--- config.mk ---
export PLATFORM = sky130hd
export DESIGN_NAME = repne_ctrl_ex
export DESIGN_NICKNAME = d
export VERILOG_FILES = /design/src/rtl/repne_ctrl_ex.sv
export SDC_FILE = /design/constraint.sdc
export NUM_CORES = 1
export LEC_CHECK = 0
export ABC_CLOCK_PERIOD_IN_PS = 2400
export CELL_PAD_IN_SITES_DETAIL_PLACEMENT = 0
export CELL_PAD_IN_SITES_GLOBAL_PLACEMENT = 1
export CORE_ASPECT_RATIO = 0.9
export CORE_MARGIN = 5
export CORE_UTILIZATION = 31
export CTS_BUF_LIST = sky130_fd_sc_hd__clkbuf_8 sky130_fd_sc_hd__clkbuf_16
export DETAILED_ROUTE_END_ITERATION = 6
export GPL_TIMING_DRIVEN = 0
export PLACE_DENSITY = 0.85
export SLEW_MARGIN = 30
export SYNTH_ARGS = -nofsm -noshare
export SYNTH_HDL_FRONTEND = slang
export SYNTH_SLANG_ARGS = --single-unit
--- constraint.sdc ---
create_clock -name CLK -period 2.4 [get_ports CLK]
set_input_delay 0.48 -clock CLK [delete_from_list [all_inputs] [get_ports CLK]]
set_output_delay 0.48 -clock CLK [all_outputs]
set_load 0.005 [all_outputs]
--- src/rtl/repne_ctrl_ex.sv ---
// REPNE CMPS execute-stage sequencer: tracks ECX across first/second uop pairs and pulses loop terminate.
// Optional iteration cap enabled by defining REPNE_ITER_LIMIT_EN.
module repne_ctrl_ex #(
    parameter int unsigned COUNT_W  = 32,
    parameter int unsigned MAX_ITER = 65535
) (
    input  logic               CLK,
    input  logic               RST,
    input  logic               EX_V,
    input  logic               EX_d2_repne_wb,
    input  logic               CS_IS_CMPS_FIRST_UOP_ALL,
    input  logic               CS_IS_CMPS_SECOND_UOP_ALL,
    input  logic [COUNT_W-1:0] EX_C,
    input  logic               alu32_zf,
    input  logic               WB_stall,
    input  logic               EX_flush,
    output logic [COUNT_W-1:0] saved_count,
    output logic               repne_busy,
    output logic               wb_repne_terminate_all,
    output logic               seq_err,
    output logic [15:0]        iter_count
);

    localparam int unsigned ITER_W = 16;

`ifdef REPNE_ITER_LIMIT_EN
    localparam logic LIMIT_EN = 1'b1;
`else
    localparam logic LIMIT_EN = 1'b0;
`endif

    typedef enum logic [1:0] {
        IDLE        = 2'b00,
        WAIT_SECOND = 2'b01,
        WAIT_FIRST  = 2'b10,
        TERM        = 2'b11
    } state_t;

    state_t              state, state_nx;
    logic [COUNT_W-1:0]  count_nx;
    logic [ITER_W-1:0]   iter_nx;
    logic                err_nx;
    logic                acc_first, acc_second;
    logic [COUNT_W-1:0]  cnt_dec;
    logic [ITER_W-1:0]   iter_inc;
    logic                limit_hit;

    assign acc_first  = EX_V & EX_d2_repne_wb & CS_IS_CMPS_FIRST_UOP_ALL  & ~WB_stall;
    assign acc_second = EX_V & EX_d2_repne_wb & CS_IS_CMPS_SECOND_UOP_ALL & ~WB_stall;

    assign cnt_dec   = saved_count - COUNT_W'(1);
    assign iter_inc  = (iter_count == {ITER_W{1'b1}}) ? iter_count : iter_count + ITER_W'(1);
    assign limit_hit = LIMIT_EN && (iter_inc == ITER_W'(MAX_ITER));

    // Next-state and next-value logic; flush beats acceptance, stall freezes everything else.
    always_comb begin
        state_nx = state;
        count_nx = saved_count;
        iter_nx  = iter_count;
        err_nx   = seq_err;
        if (EX_flush) begin
            state_nx = IDLE;
            iter_nx  = '0;
        end else if (!WB_stall) begin
            case (state)
                IDLE: begin
                    if (acc_first) begin
                        iter_nx = '0;
                        if (EX_C == '0) begin
                            state_nx = TERM;
                            count_nx = '0;
                        end else begin
                            state_nx = WAIT_SECOND;
                            count_nx = EX_C;
                        end
                    end else if (acc_second) begin
                        err_nx = 1'b1;
                    end
                end
                WAIT_SECOND: begin
                    if (acc_second) begin
                        count_nx = cnt_dec;
                        iter_nx  = iter_inc;
                        if (cnt_dec == '0 || alu32_zf || limit_hit) state_nx = TERM;
                        else                                        state_nx = WAIT_FIRST;
                    end else if (acc_first) begin
                        err_nx = 1'b1;
                    end
                end
                WAIT_FIRST: begin
                    if (acc_first)       state_nx = WAIT_SECOND;
                    else if (acc_second) err_nx   = 1'b1;
                end
                TERM: state_nx = IDLE;
                default: state_nx = IDLE;
            endcase
        end
    end

    // State and registered outputs; busy/terminate are decoded from the next state so they stay registered.
    always_ff @(posedge CLK) begin
        if (RST) begin
            state                  <= IDLE;
            saved_count            <= '0;
            iter_count             <= '0;
            seq_err                <= 1'b0;
            repne_busy             <= 1'b0;
            wb_repne_terminate_all <= 1'b0;
        end else begin
            state                  <= state_nx;
            saved_count            <= count_nx;
            iter_count             <= iter_nx;
            seq_err                <= err_nx;
            repne_busy             <= (state_nx != IDLE);
            wb_repne_terminate_all <= (state_nx == TERM);
        end
    end

endmodule
==> results of run 1 <==
==> worst reg2reg max path, delay by kind of cell, from the launching register on <==
| family | cells | cell delay (ns) |
|---|---|---|
| and+or+nand+nor | 3 | 1.06 |
| DFF | 1 | 0.33 |
| buffers and inverters | 2 | 0.32 |
| AOI/OAI and AO/OA | 4 | 0.73 |
==> layer usage <==
metal  part of all wire [%]  routed length [µm]  up-vias
met4                    2.4                 368        0
met1                     43                6587     2164
li1                       -                   -     2086
met5                      0                   0        -
met3                    9.3                1418       28
met2                     45                6928      264
==> final cells by class <==
type	count	area (µm²)	area share [%]
inverters	8	35.03	0.6447
plain buffers	30	191.4	3.523
clock buffers	5	125.1	2.303
flip-flops and latches	53	1082	19.92
well taps	156	195.2	3.592
multi-input cells	398	2606	47.96
clock inverters	3	23.77	0.4375
repair buffers	124	1175	21.62
==> kinds of logic after synthesis <==
kind of cell,Yosys count,synth area share (%)
AO/OA/AOI/OAI,124,21.29
XOR/XNOR,19,4.597
flip-flops,53,29.31
buffers and inverters,42,6.256
AND/OR/NAND/NOR,248,36.40
multiplexers,4,1.106
adder cells (fa/ha/maj),3,1.037
==> state kept, by name (all words and copies together), names as in the netlist <==
| register | flops |
|---|---|
| repne_busy | 1 |
| saved_count | 32 |
| seq_err | 1 |
| state | 2 |
| iter_count | 16 |
| wb_repne_terminate_all | 1 |
==> through the flow <==
stage / setup slack [ns] / TNS, ns
finish: -0.1344 / -0.2220
global route: -0.2502 / -0.8887
CTS: -0.1294 / -0.2939
detailed placement: -0.6235 / -22.48
global placement: -0.5905 / -21.68
floorplan: 0.001227 / 0
==> power by group <==
part	leakage [nW]	internal [mW]	switching, mW
clock network	0.0747	0.394	0.366
registers	0.433	0.885	0.0191
logic	1.43	0.284	0.305
total	1.94	1.56	0.690
==> cells in the mapped netlist (10+ instances only) <==
cell	count	area share, %
nand3_1	10	1.4
xor2_1	10	2.4
or3_1	11	1.9
nand2_1	45	4.7
nand4_1	21	3.6
nor4_1	22	3.8
nor3_1	22	3.0
clkbuf_1	22	2.3
nor2_1	73	7.6
o21ai_0	33	4.6
dfxtp_1	53	29
a21oi_1	39	5.4
==> timing repair <==
item                       in CTS  in global routing
setup endpoints to repair      43                 48
resized for setup              34                 49
setup buffers                  22                 13
pin swaps                      14                 21
==> final timing paths <==
check,slack (ns),end,startpoint,depth (start not counted)
setup / recovery,-0.13,repne_busy$_SDFF_PP0_,saved_count[10]$_SDFFE_PP0P_,9
hold / removal,0.49,seq_err$_SDFFE_PP0P_,seq_err$_SDFFE_PP0P_,2
setup reg to reg,-0.13,repne_busy$_SDFF_PP0_,saved_count[10]$_SDFFE_PP0P_,9
hold reg to reg,0.49,seq_err$_SDFFE_PP0P_,seq_err$_SDFFE_PP0P_,2
==> reports/qor.csv, run 1 <==
stage,metric,value,unit
synthesis,"Top FF cell, synth",dfxtp_1,
grt,M2 GR Usage,33.98,%
synthesis,Syn Nets,537,
floorplan,die height,112.5,µm
sta,maximum clock frequency,394.6,MHz
critical_path,CP Max Fanout,8,
sta,fin worst setup slack,-0.1344,ns
sta,"Slew Viols, Final",0,
layout,fin cells,777,
layout,final instance area,5434,µm²
critical_path,Max stage delay on crit path,0.43,ns
drt,drt total wl,15300,µm
sta,Slew Limit Headroom,50.92,%
place,DP Cell Count,739,
grt,first-pass GRT wire length,23710,µm
sta,RSZ-0062 raised after global routing,yes,
drt,routed vias/inst,5.846,
power,"Power, Total",2.253,mW
grt,initial antenna violation count,0,
sta,Min Hold Slack,0.4945,ns
floorplan,initial core utilization,31.66,%
outcome,failing checks,setup timing,
grt,grt peak-use layer,met2,
layout,P&R area growth vs syn,50.12,%
synthesis,Syn Inst Count,493,
critical_path,critical path's slowest cell,or3_4,
power,PD cells,414.7,nW/µm²
synthesis,"Seq/Total Area, Yosys",29.31,%
clock_network,"Clk Latency, worst-skew pair",0.30,ns
sta,final-report hold violation count,0,
critical_path,startpoint types,flip-flop,
synthesis,Mapped Avg Cell Area,7.342,µm²
synthesis,post-synthesis async set-or-reset flop share,0,%
floorplan,I/O Pins,92,
layout,ANT cells,0,
grt,GRT Residual Overflow,0,
outcome,run status,"complete, but fails checks",
drt,vias,4542,
critical_path,crit path DAT,2.73,ns
clock_network,"Reg clk slew, reported paths",0.08,ns
clock_network,Sink Count,53,
clock_network,Longest Clk Path Bufs,2,
drt,DRC violation count after routing,0,
clock_network,H-tree levels,2,
place,Placed Area,4738,µm²
drt,TritonRoute pass-1 iters,5,
floorplan,CORE AREA,11430,µm²
clock_network,CTS tree,yes,
layout,"commonest non-fill, non-tap cell in the layout",clkdlybuf4s50_1,
synthesis,Synth cell types,62,
floorplan,die width,123.9,µm
flow_run,maxcap violations,0,
clock_network,Num CTS Buffers,5,
power,Pleak,1.942,nW
critical_path,worst-path cell chain,buf_6 > or3_4 > nor4_4 > buf_4 > a32oi_1 > o22ai_1 > nor4b_4 > a311oi_2 > a2111oi_2,
synthesis,Synth Warn #,0,
grt,GRT Resource Usage Total,21.55,%
sta,clock skew,0.004402,ns
clock_network,# hold bufs at CTS,0,
drt,antenna-violating nets left,0,
place,GPL Wtd Cong,0.9332,
power,peak supply drop,0.3160,mV
min_path,Hold WC Path Type,reg2reg,
layout,nets,664,
synthesis,"EDFF count, synth",0,
drt,post-DR wirelength/cell,19.69,µm
layout,fillcell total,1156,
critical_path,Crit. End Element,flip-flop,
sta,final period utilization,105.6,%
floorplan,die area,13940,µm²
critical_path,Critical Setup Path Class,reg2reg,
synthesis,Seq cells post-synth,53,
clock_network,CTS root buffer,clkbuf_16,
grt,M1 GR Usage,29.06,%
grt,largest net degree at the start of global routing,19,
layout,most frequent cells in the layout,"clkdlybuf4s50_1, nor2_1, dfxtp_1, nand2_1, a21oi_1",
synthesis,Synth Cell Area,3620,µm²
sta,Tightest Pin Transition,0.7362,ns
critical_path,Worst Path Buf+Inv,2,
critical_path,"Largest delay share family, worst path",simple AND/OR/NAND/NOR gates,
sta,crit path time final,2.534,ns
place,IO buf count,90,
place,hpwl dp,10670,µm
grt,met3 Use GR,4.685,%
sta,# setup viols final,3,
drt,Initial DRC Count,433,
grt,number of global-route vias before repair,4371,
layout,post-layout util,47.52,%
floorplan,row count,37,
critical_path,CP required,2.60,ns
layout,layout cells sized above 1,20.29,%
(Power assumes the default switching activity.)
==> inputs of run 2 (changes only) <==
- CTS_CLUSTER_DIAMETER: unset -> 100
==> results of run 2 <==
Final layout, timing and power as in run 1 (identical DEF).
==> inputs of run 3 (changes only) <==
--- a/config.mk
+++ b/config.mk
@@ -7,6 +7,5 @@
 export LEC_CHECK = 0
-export ABC_CLOCK_PERIOD_IN_PS = 2400
+export ABC_CLOCK_PERIOD_IN_PS = 3170
 export CELL_PAD_IN_SITES_DETAIL_PLACEMENT = 0
 export CELL_PAD_IN_SITES_GLOBAL_PLACEMENT = 1
-export CORE_ASPECT_RATIO = 0.9
 export CORE_MARGIN = 5
@@ -17,3 +16,3 @@
 export GPL_TIMING_DRIVEN = 0
-export PLACE_DENSITY = 0.85
+export PLACE_DENSITY = 0.82
 export SLEW_MARGIN = 30
==> constraint.sdc (replaced) <==
create_clock -name CLK -period 3.17 [get_ports CLK]
set_input_delay 0.317 -clock CLK [delete_from_list [all_inputs] [get_ports CLK]]
set_output_delay 0.317 -clock CLK [all_outputs]
set_load 0.005 [all_outputs]
==> run 3 against run 2 <==
  * The run now ends clean
  * Critical path depth is 2 higher
  * Flip-flop and latch count stayed put
  * Critical path type unchanged
  * Utilization is 4.6 points lower
  * Clock skew is 0.0063 ns higher
  * Critical endpoint unchanged
  * Sequential share of layout area is 1.7 points higher
  * Global-route usage is 1.9 points lower
==> reports/qor.csv, run 3 (synthesized netlist as in run 1, its figures left out) <==
stage,metric,value,unit
critical_path,Critical Setup Path Class,reg2reg,
critical_path,capturing point of the worst reg2reg path,repne_busy$_SDFF_PP0_,
layout,Register Area,1061,µm²
layout,final instance area,4906,µm²
sta,setup TNS,0,ns
drt,TritonRoute pass-1 iters,5,
floorplan,die width,118.1,µm
critical_path,FF-to-FF Start,saved_count[0]$_SDFFE_PP0P_,
power,Seq pwr share,40.8,%
drt,vias,4302,
grt,M1 GR Usage,25.65,%
floorplan,I/O Pins,92,
min_path,hold endpoint,saved_count[5]$_SDFFE_PP0P_,
clock_network,CTS tree,yes,
outcome,run status,"finished, final reports clean",
sta,Slew Limit Headroom,52.07,%
min_path,Hold WC Path Type,in2reg,
floorplan,row count,39,
place,GPL Wtd Cong,0.9115,
layout,area occupied by multi-input gates,2337,µm²
power,Pleak,1.716,nW
critical_path,critical path's slowest cell,dfxtp_1,
power,Switching Power,0.4767,mW
layout,layout cells sized above 1,6.555,%
drt,routed vias/inst,5.829,
power,cell-internal power,1.199,mW
grt,met3 Use GR,3.988,%
clock_network,Longest Clk Path Bufs,2,
floorplan,CORE AREA,11420,µm²
power,peak supply drop,0.2001,mV
floorplan,die area,13940,µm²
layout,max reg flops,32,
critical_path,"Largest delay share family, worst path",simple AND/OR/NAND/NOR gates,
grt,M2 GR Usage,32.57,%
critical_path,Max stage delay on crit path,0.42,ns
critical_path,Crit. End Element,flip-flop,
place,IO buf count,90,
power,"Power, Total",1.676,mW
critical_path,worst-path cell chain,inv_1 > ha_1 > or3b_1 > buf_6 > nor4_4 > buf_4 > a32oi_1 > o22ai_1 > nor4b_2 > a311oi_1 > a2111oi_2,
layout,most frequent cells in the layout,"clkdlybuf4s50_1, nor2_1, dfxtp_1, nand2_1, a21oi_1",
clock_network,# hold bufs at CTS,0,
grt,grt peak-use layer,met2,
clock_network,Num CTS Buffers,5,
power,Logic pwr share,20.7,%
critical_path,Worst Path Buf+Inv,3,
clock_network,"Reg clk slew, reported paths",0.08,ns
layout,most flop-heavy register,saved_count,
flow_run,maxcap violations,0,
sta,clock skew,0.01071,ns
grt,largest net degree at the start of global routing,18,
power,sw frac,28.45,%
sta,"Slew Viols, Final",0,
clock_network,Sink Count,53,
drt,Initial DRC Count,446,
sta,Tightest Pin Transition,0.7124,ns
layout,largest registers,"saved_count x32, iter_count x16, state x2",
grt,first-pass GRT wire length,22670,µm
sta,final-report hold violation count,0,
critical_path,reg2reg path depth,11,
critical_path,CP Max Fanout,10,
drt,drt total wl,14120,µm
power,Clk pwr share,38.5,%
clock_network,"Clk Latency, worst-skew pair",0.30,ns
critical_path,CP required,3.36,ns
min_path,Hold Path Depth,2,
sta,# setup viols final,0,
critical_path,R2R Setup Slk,0.12,ns
sta,crit path time final,3.055,ns
power,PD cells,341.6,nW/µm²
sta,maximum clock frequency,327.3,MHz
place,Placed Area,4700,µm²
grt,GRT Residual Overflow,0,
layout,nets,638,
floorplan,initial core utilization,31.70,%
drt,DRC violation count after routing,0,
layout,ANT cells,0,
floorplan,die height,118.1,µm
sta,RSZ-0062 raised after global routing,no,
place,hpwl dp,10470,µm
drt,antenna-violating nets left,0,
drt,post-DR wirelength/cell,19.14,µm
min_path,hold path start,RST,
sta,final period utilization,96.37,%
grt,number of global-route vias before repair,4212,
clock_network,CTS root buffer,clkbuf_16,
grt,GRT Resource Usage Total,19.69,%
grt,initial antenna violation count,0,
layout,P&R area growth vs syn,35.53,%
layout,post-layout util,42.97,%
critical_path,crit path DAT,3.24,ns
clock_network,H-tree levels,2,
layout,"commonest non-fill, non-tap cell in the layout",clkdlybuf4s50_1,
critical_path,startpoint types,flip-flop,
layout,fillcell total,1224,
-- run 3: cell types whose count changed in the layout (fill, tap and decap cells not counted), sizes merged --
cell / change
inv: -2
clkdlybuf4s50: +1
clkinvlp: +1
clkbuf: +8
buf: -34
bufinv: +1
dlygate4sd2: -1
-- run 3: routing by layer --
metal,vias to the layer above,share of wire [%]
li1,2030,-
met1,2022,45
met2,220,45
met3,30,7.5
met4,0,2.5
met5,-,0
-- run 3: worst max path at each step --
stage / start / endpoint / cells past startpoint
floorplan: saved_count[0]$_SDFFE_PP0P_ / repne_busy$_SDFF_PP0_ / 10
global placement: saved_count[0]$_SDFFE_PP0P_ / repne_busy$_SDFF_PP0_ / 9
detailed placement: saved_count[0]$_SDFFE_PP0P_ / repne_busy$_SDFF_PP0_ / 10
CTS: saved_count[0]$_SDFFE_PP0P_ / repne_busy$_SDFF_PP0_ / 9
global route: saved_count[0]$_SDFFE_PP0P_ / wb_repne_terminate_all$_SDFF_PP0_ / 9
finish: saved_count[0]$_SDFFE_PP0P_ / repne_busy$_SDFF_PP0_ / 11
-- run 3: final cells by class --
cell class	count	area share (%)
Multi-Input combinational cell	398	47.64
Sequential cell	53	21.63
Timing Repair Buffer	94	18.97
Buffer	34	4.004
Tap cell	143	3.647
Clock buffer	5	2.550
Clock inverter	3	0.9436
Inverter	8	0.6121
-- run 3: timing repair --
action                     4_1_cts  5_1_grt
gates resized for setup          0        1
buffers inserted                 0        4
setup endpoints to repair        0        3
-- run 3: power groups by stage --
| stage | sequential [mW] | combinational, mW | clock (mW) |
|---|---|---|---|
| CTS | 0.683 | 0.328 | 0.653 |
| detailed placement | 0.699 | 0.326 | 0 |
| finish | 0.684 | 0.347 | 0.645 |
| global route | 0.685 | 0.372 | 0.677 |
| floorplan | 0.697 | 0.189 | 0 |
| global placement | 0.699 | 0.327 | 0 |
-- run 3: stage by stage --
step,setup slack (ns),cells,hold WS [ns]
2_1_floorplan,0.6179,493,0.3859
3_3_place_gp,0.1686,726,0.4596
3_5_place_dp,0.1956,726,0.4664
4_1_cts,0.1613,734,0.3530
5_1_grt,0.004202,738,0.3574
6_report,0.1151,738,0.3404
==> variant 1: new RTL, flow settings as in run 2 <==
The localparam `LIMIT_EN` goes from 1'b0 to 1'b1.
--- a/src/rtl/repne_ctrl_ex.sv
+++ b/src/rtl/repne_ctrl_ex.sv
@@ -27,5 +27,5 @@
     localparam logic LIMIT_EN = 1'b1;
 `else
-    localparam logic LIMIT_EN = 1'b0;
+    localparam logic LIMIT_EN = 1'b1;
 `endif
 
Formal check against the unedited RTL: same outputs for any inputs over 4 cycles, from zero or initial values and one cycle with RST high; that may be too few to reach the edited logic, so the function may still have changed.
==> variant 1 against run 2 <==
Final area increased by 0.18%; routed wire length grew 2.8%; worst setup slack worse by 0.077 ns; utilization down 0.10 points; clock power is 2% higher; sequential cell count is the same; power decreased by 0.79%; highest routed layer unchanged; the run still ends with setup timing left; area after synthesis grew 0.90%.
==> variant 1: results (changes against run 2) <==
[detailed_routing]
vias_per_cell=5.86  ; was 5.85
routedWlPerCell_um=19.8  ; was 19.7 um
wl_met2_mm=6.96  ; was 6.93 mm

[timing]
timing.hold.ws_ns=0.506  ; was 0.495 ns
finalWorstSetupSlack_ns=-0.211  ; was -0.134 ns
setup_violations=7  ; was 3

[critical_path]
arrival_ns=2.82  ; was 2.73 ns
max_stage_delay_ns=0.58  ; was 0.43 ns
rr_startpoint=saved_count[1]  ; was saved_count[10]
critPathSlowestCell=or4_4  ; was or3_4
reg2regPathDepth=7  ; was 9
path_max_fanout=5  ; was 8

[grt]
grt_pass1_vias=4220  ; was 4371
met1_usage=0.305  ; was 0.291
grt_start_max_net_pins=16  ; was 19
grt_pass1_wl_mm=24.1  ; was 23.7 mm

[logic_synthesis]
synth-adder-area-share=0.0103  ; was 0.0104
muxShareOfSynthArea=0  ; was 0.0111
seq_area_frac_synth=0.291  ; was 0.293
synth.area.top_cells=dfxtp_1 29%, nor2_1 7.0%, a21oi_1 6.9%  ; was dfxtp_1 29%, nor2_1 7.6%, a21oi_1 5.4%
yosys-top-cells-count=68 x nor2_1, 53 x dfxtp_1, 50 x a21oi_1  ; was 73 x nor2_1, 53 x dfxtp_1, 45 x nand2_1

[clock_network]
ctsResizeCount=36  ; was 34

[final_layout]
final_nets=683  ; was 664

[placed_design]
gp_congestion=0.930  ; was 0.933

[run_status]
violations=setup timing  ; unchanged
status=finished, violations left  ; unchanged

## variant 1: changes by cell type after synthesis, sizes merged, moves of 5 or more
cell | run 2 | this run
a21oi | 39 | 50
a31oi | 3 | 10
clkbuf | 25 | 30
nand2b | 2 | 7
nand4 | 21 | 12
nor3 | 22 | 33
o21ai | 33 | 46
or3 | 13 | 5
xnor2 | 9 | 3
## variant 1: final cells by class
cell class	count	area (um^2)	area share
Clock inverter	1	5.00	0.000919
Buffer	31	165	0.0303
Inverter	9	38.8	0.00712
Timing Repair Buffer	127	1230	0.225
Multi-Input combinational cell	412	2580	0.474
Clock buffer	7	153	0.0280
Sequential cell	53	1080	0.198
Tap cell	156	195	0.0359
## variant 1: metrics by stage
stage	worst slack [ns]	total power (W)	area, um^2	util	setup TNS (ns)
after floorplan	-0.00714	0.00116	3670	-	-0.00714
after global placement	-1.10	0.00134	4770	0.415	-31.94
after detailed placement	-1.09	0.00134	4770	0.415	-32.67
after CTS	-0.161	0.00218	5210	0.454	-0.593
after global routing	-0.295	0.00233	5440	0.474	-1.48
final	-0.211	0.00224	5440	0.474	-0.731
## variant 1: where the power goes
| group | total (W) | internal [W] | leakage (nW) | switching, W |
|---|---|---|---|---|
| clock | 0.000776 | 0.000443 | 0.0799 | 0.000332 |
| combinational | 0.000553 | 0.000268 | 1.38 | 0.000285 |
| sequential | 0.000907 | 0.000886 | 0.433 | 0.0000216 |
## variant 1: worst max-delay path by stage
stage	cells past startpoint	end	slack, ns	start
floorplan	8	saved_count[25]	-0.007	saved_count[2]
global placement	10	saved_count[15]	-1.10	EX_V
detailed placement	10	saved_count[15]	-1.09	EX_V
CTS	7	repne_busy	-0.16	saved_count[0]
global route	10	repne_busy	-0.29	saved_count[1]
finish	7	repne_busy	-0.21	saved_count[1]
==> variant 2: new RTL, config.mk and constraints of run 2 <==
Made on the original files. Re-encode `state_t` (4 states) as Gray code, 2 bits wide.
--- a/src/rtl/repne_ctrl_ex.sv
+++ b/src/rtl/repne_ctrl_ex.sv
@@ -33,6 +33,6 @@
         IDLE        = 2'b00,
         WAIT_SECOND = 2'b01,
-        WAIT_FIRST  = 2'b10,
-        TERM        = 2'b11
+        WAIT_FIRST  = 2'b11,
+        TERM        = 2'b10
     } state_t;
 
Function: no difference found for any inputs over 4 cycles, from zero or initial values and one cycle with RST high; so few cycles prove little.
==> variant 2 against run 2 <==
The flow still finishes with violations (setup timing); sequential cell count is the same; final area decreased by 3.9%; cell count down 3.7%; worst setup slack worse by 0.094 ns; clock power rose by 2%; area after synthesis fell by 3.9%; via count shrank 6.9%; count of clock-buffer cells in the layout unchanged; routed wire length down 5.4%; power shrank 3.8%; critical endpoint unchanged; non-clock buffer count down 16; worst hold slack improved by 0.016 ns; critical path type unchanged.
==> variant 2: results (changes against run 2) <==
[critical_path]
arrival_ns=2.81  ; was 2.73 ns
max_stage_delay_ns=0.50  ; was 0.43 ns
critPathSlowestCell=dfxtp_1  ; was or3_4
reg2regPathDepth=7  ; was 9

[final_layout]
drive_above_1_share=0.183  ; was 0.203
final_nets=643  ; was 664

[logic_synthesis]
synth_cell_type_count=55  ; was 62
synth.area.top_cells=dfxtp_1 31%, nand2_1 6.7%, nor2_1 6.3%  ; was dfxtp_1 29%, nor2_1 7.6%, a21oi_1 5.4%
yosys-top-cells-count=62 x nand2_1, 58 x nor2_1, 53 x dfxtp_1  ; was 73 x nor2_1, 53 x dfxtp_1, 45 x nand2_1
syn_nets=525  ; was 537
avgSynthCellArea_um2=7.29  ; was 7.34 um^2

[timing]
finalWorstSetupSlack_ns=-0.229  ; was -0.134 ns
setup_violations=4  ; was 3

[detailed_routing]
vias_per_cell=5.65  ; was 5.85
drt_iter0_drc=467  ; was 433
vias=4227  ; was 4542

[placed_design]
pre_cts_ws_ns=-0.856  ; was -0.624 ns
placed_cells=719  ; was 739
hpwl_mm=10.4  ; was 10.7 mm

[pwr]
peakVddDrop_uv=281  ; was 316 uV
p_leak_nw=1.90  ; was 1.94 nW

[run_status]
status=finished, violations left  ; unchanged
violations=setup timing  ; unchanged

[grt]
grtUsageTotal=0.207  ; was 0.216
grt_pass1_vias=3947  ; was 4371

variant 2: cell types whose count changed in the layout (fill, tap and decap cells not counted), moves of 7 or more:
| cell | delta |
|---|---|
| buf_4 | -10 |
| nand2_1 | +18 |
| nor4_1 | -10 |
| nand4_1 | -13 |
| nor2_1 | -15 |
| buf_6 | -7 |
variant 2: power by group:
group / internal, W / switching, W
Sequential: 0.000881 / 0.0000175
Combinational: 0.000238 / 0.000258
Clock: 0.000396 / 0.000377
Total: 0.00152 / 0.000653
variant 2: metrics by stage:
step / instance area [um^2] / hold slack, ns
2_1_floorplan: 3520 / 0.460
5_1_grt: 5220 / 0.546
3_5_place_dp: 4610 / 0.471
3_3_place_gp: 4610 / 0.465
4_1_cts: 5020 / 0.512
6_report: 5220 / 0.510
variant 2: layout make-up:
cell class	instances	area [um^2]
Fill cell	1116	5680
Multi-Input combinational cell	387	2530
Timing Repair Buffer	116	1120
Sequential cell	53	1090
Tap cell	152	190
Clock buffer	5	125
Buffer	22	103
Inverter	10	40.0
Clock inverter	3	26.3
variant 2: kinds of logic (layout without fill, tap and decap cells):
kind of cell               after synthesis  after routing  synth area share
adders and majority gates                7              7            0.0252
DFF                                     53             53             0.305
AOI/OAI and AO/OA                      118            118             0.204
and+or+nand+nor                        234            234             0.350
muxes                                    5              5            0.0147
buffers and inverters                   37            156            0.0428
xor gates and xnor gates                23             23            0.0579
variant 2: worst min-delay path by stage:
| stage | start | end | slack (ns) | cells past startpoint |
|---|---|---|---|---|
| floorplan | seq_err | seq_err | 0.46 | 2 |
| global placement | seq_err | seq_err | 0.46 | 2 |
| detailed placement | seq_err | seq_err | 0.47 | 2 |
| CTS | seq_err | seq_err | 0.51 | 2 |
| global route | iter_count[1] | iter_count[1] | 0.55 | 2 |
| finish | seq_err | seq_err | 0.51 | 2 |
variant 2: layer usage:
layer | share of wire | track usage | vias to the layer above | wire length [um]
li1 | - | - | 1967 | -
met1 | 0.43 | 0.293 | 2007 | 6200
met2 | 0.46 | 0.318 | 225 | 6590
met3 | 0.094 | 0.0389 | 28 | 1370
met4 | 0.022 | 0.0605 | 0 | 313
met5 | 0 | 0 | - | 0
variant 2: what timing repair did:
| action | 4_1_cts | 5_1_grt |
|---|---|---|
| pin swaps | 16 | 23 |
| endpoints found under the setup margin | 50 | 45 |
| resized for setup | 53 | 39 |
| setup buffers | 14 | 12 |
variant 2: worst register-to-register path, cell delays in order (launching register included):
cell and delay [ns]:
dfxtp_1 0.50, nor4_1 0.34, nand2_1 0.12, or4_4 0.48, a221o_1 0.27, a2111o_1 0.41
nor4b_4 0.31, o21ai_1 0.10
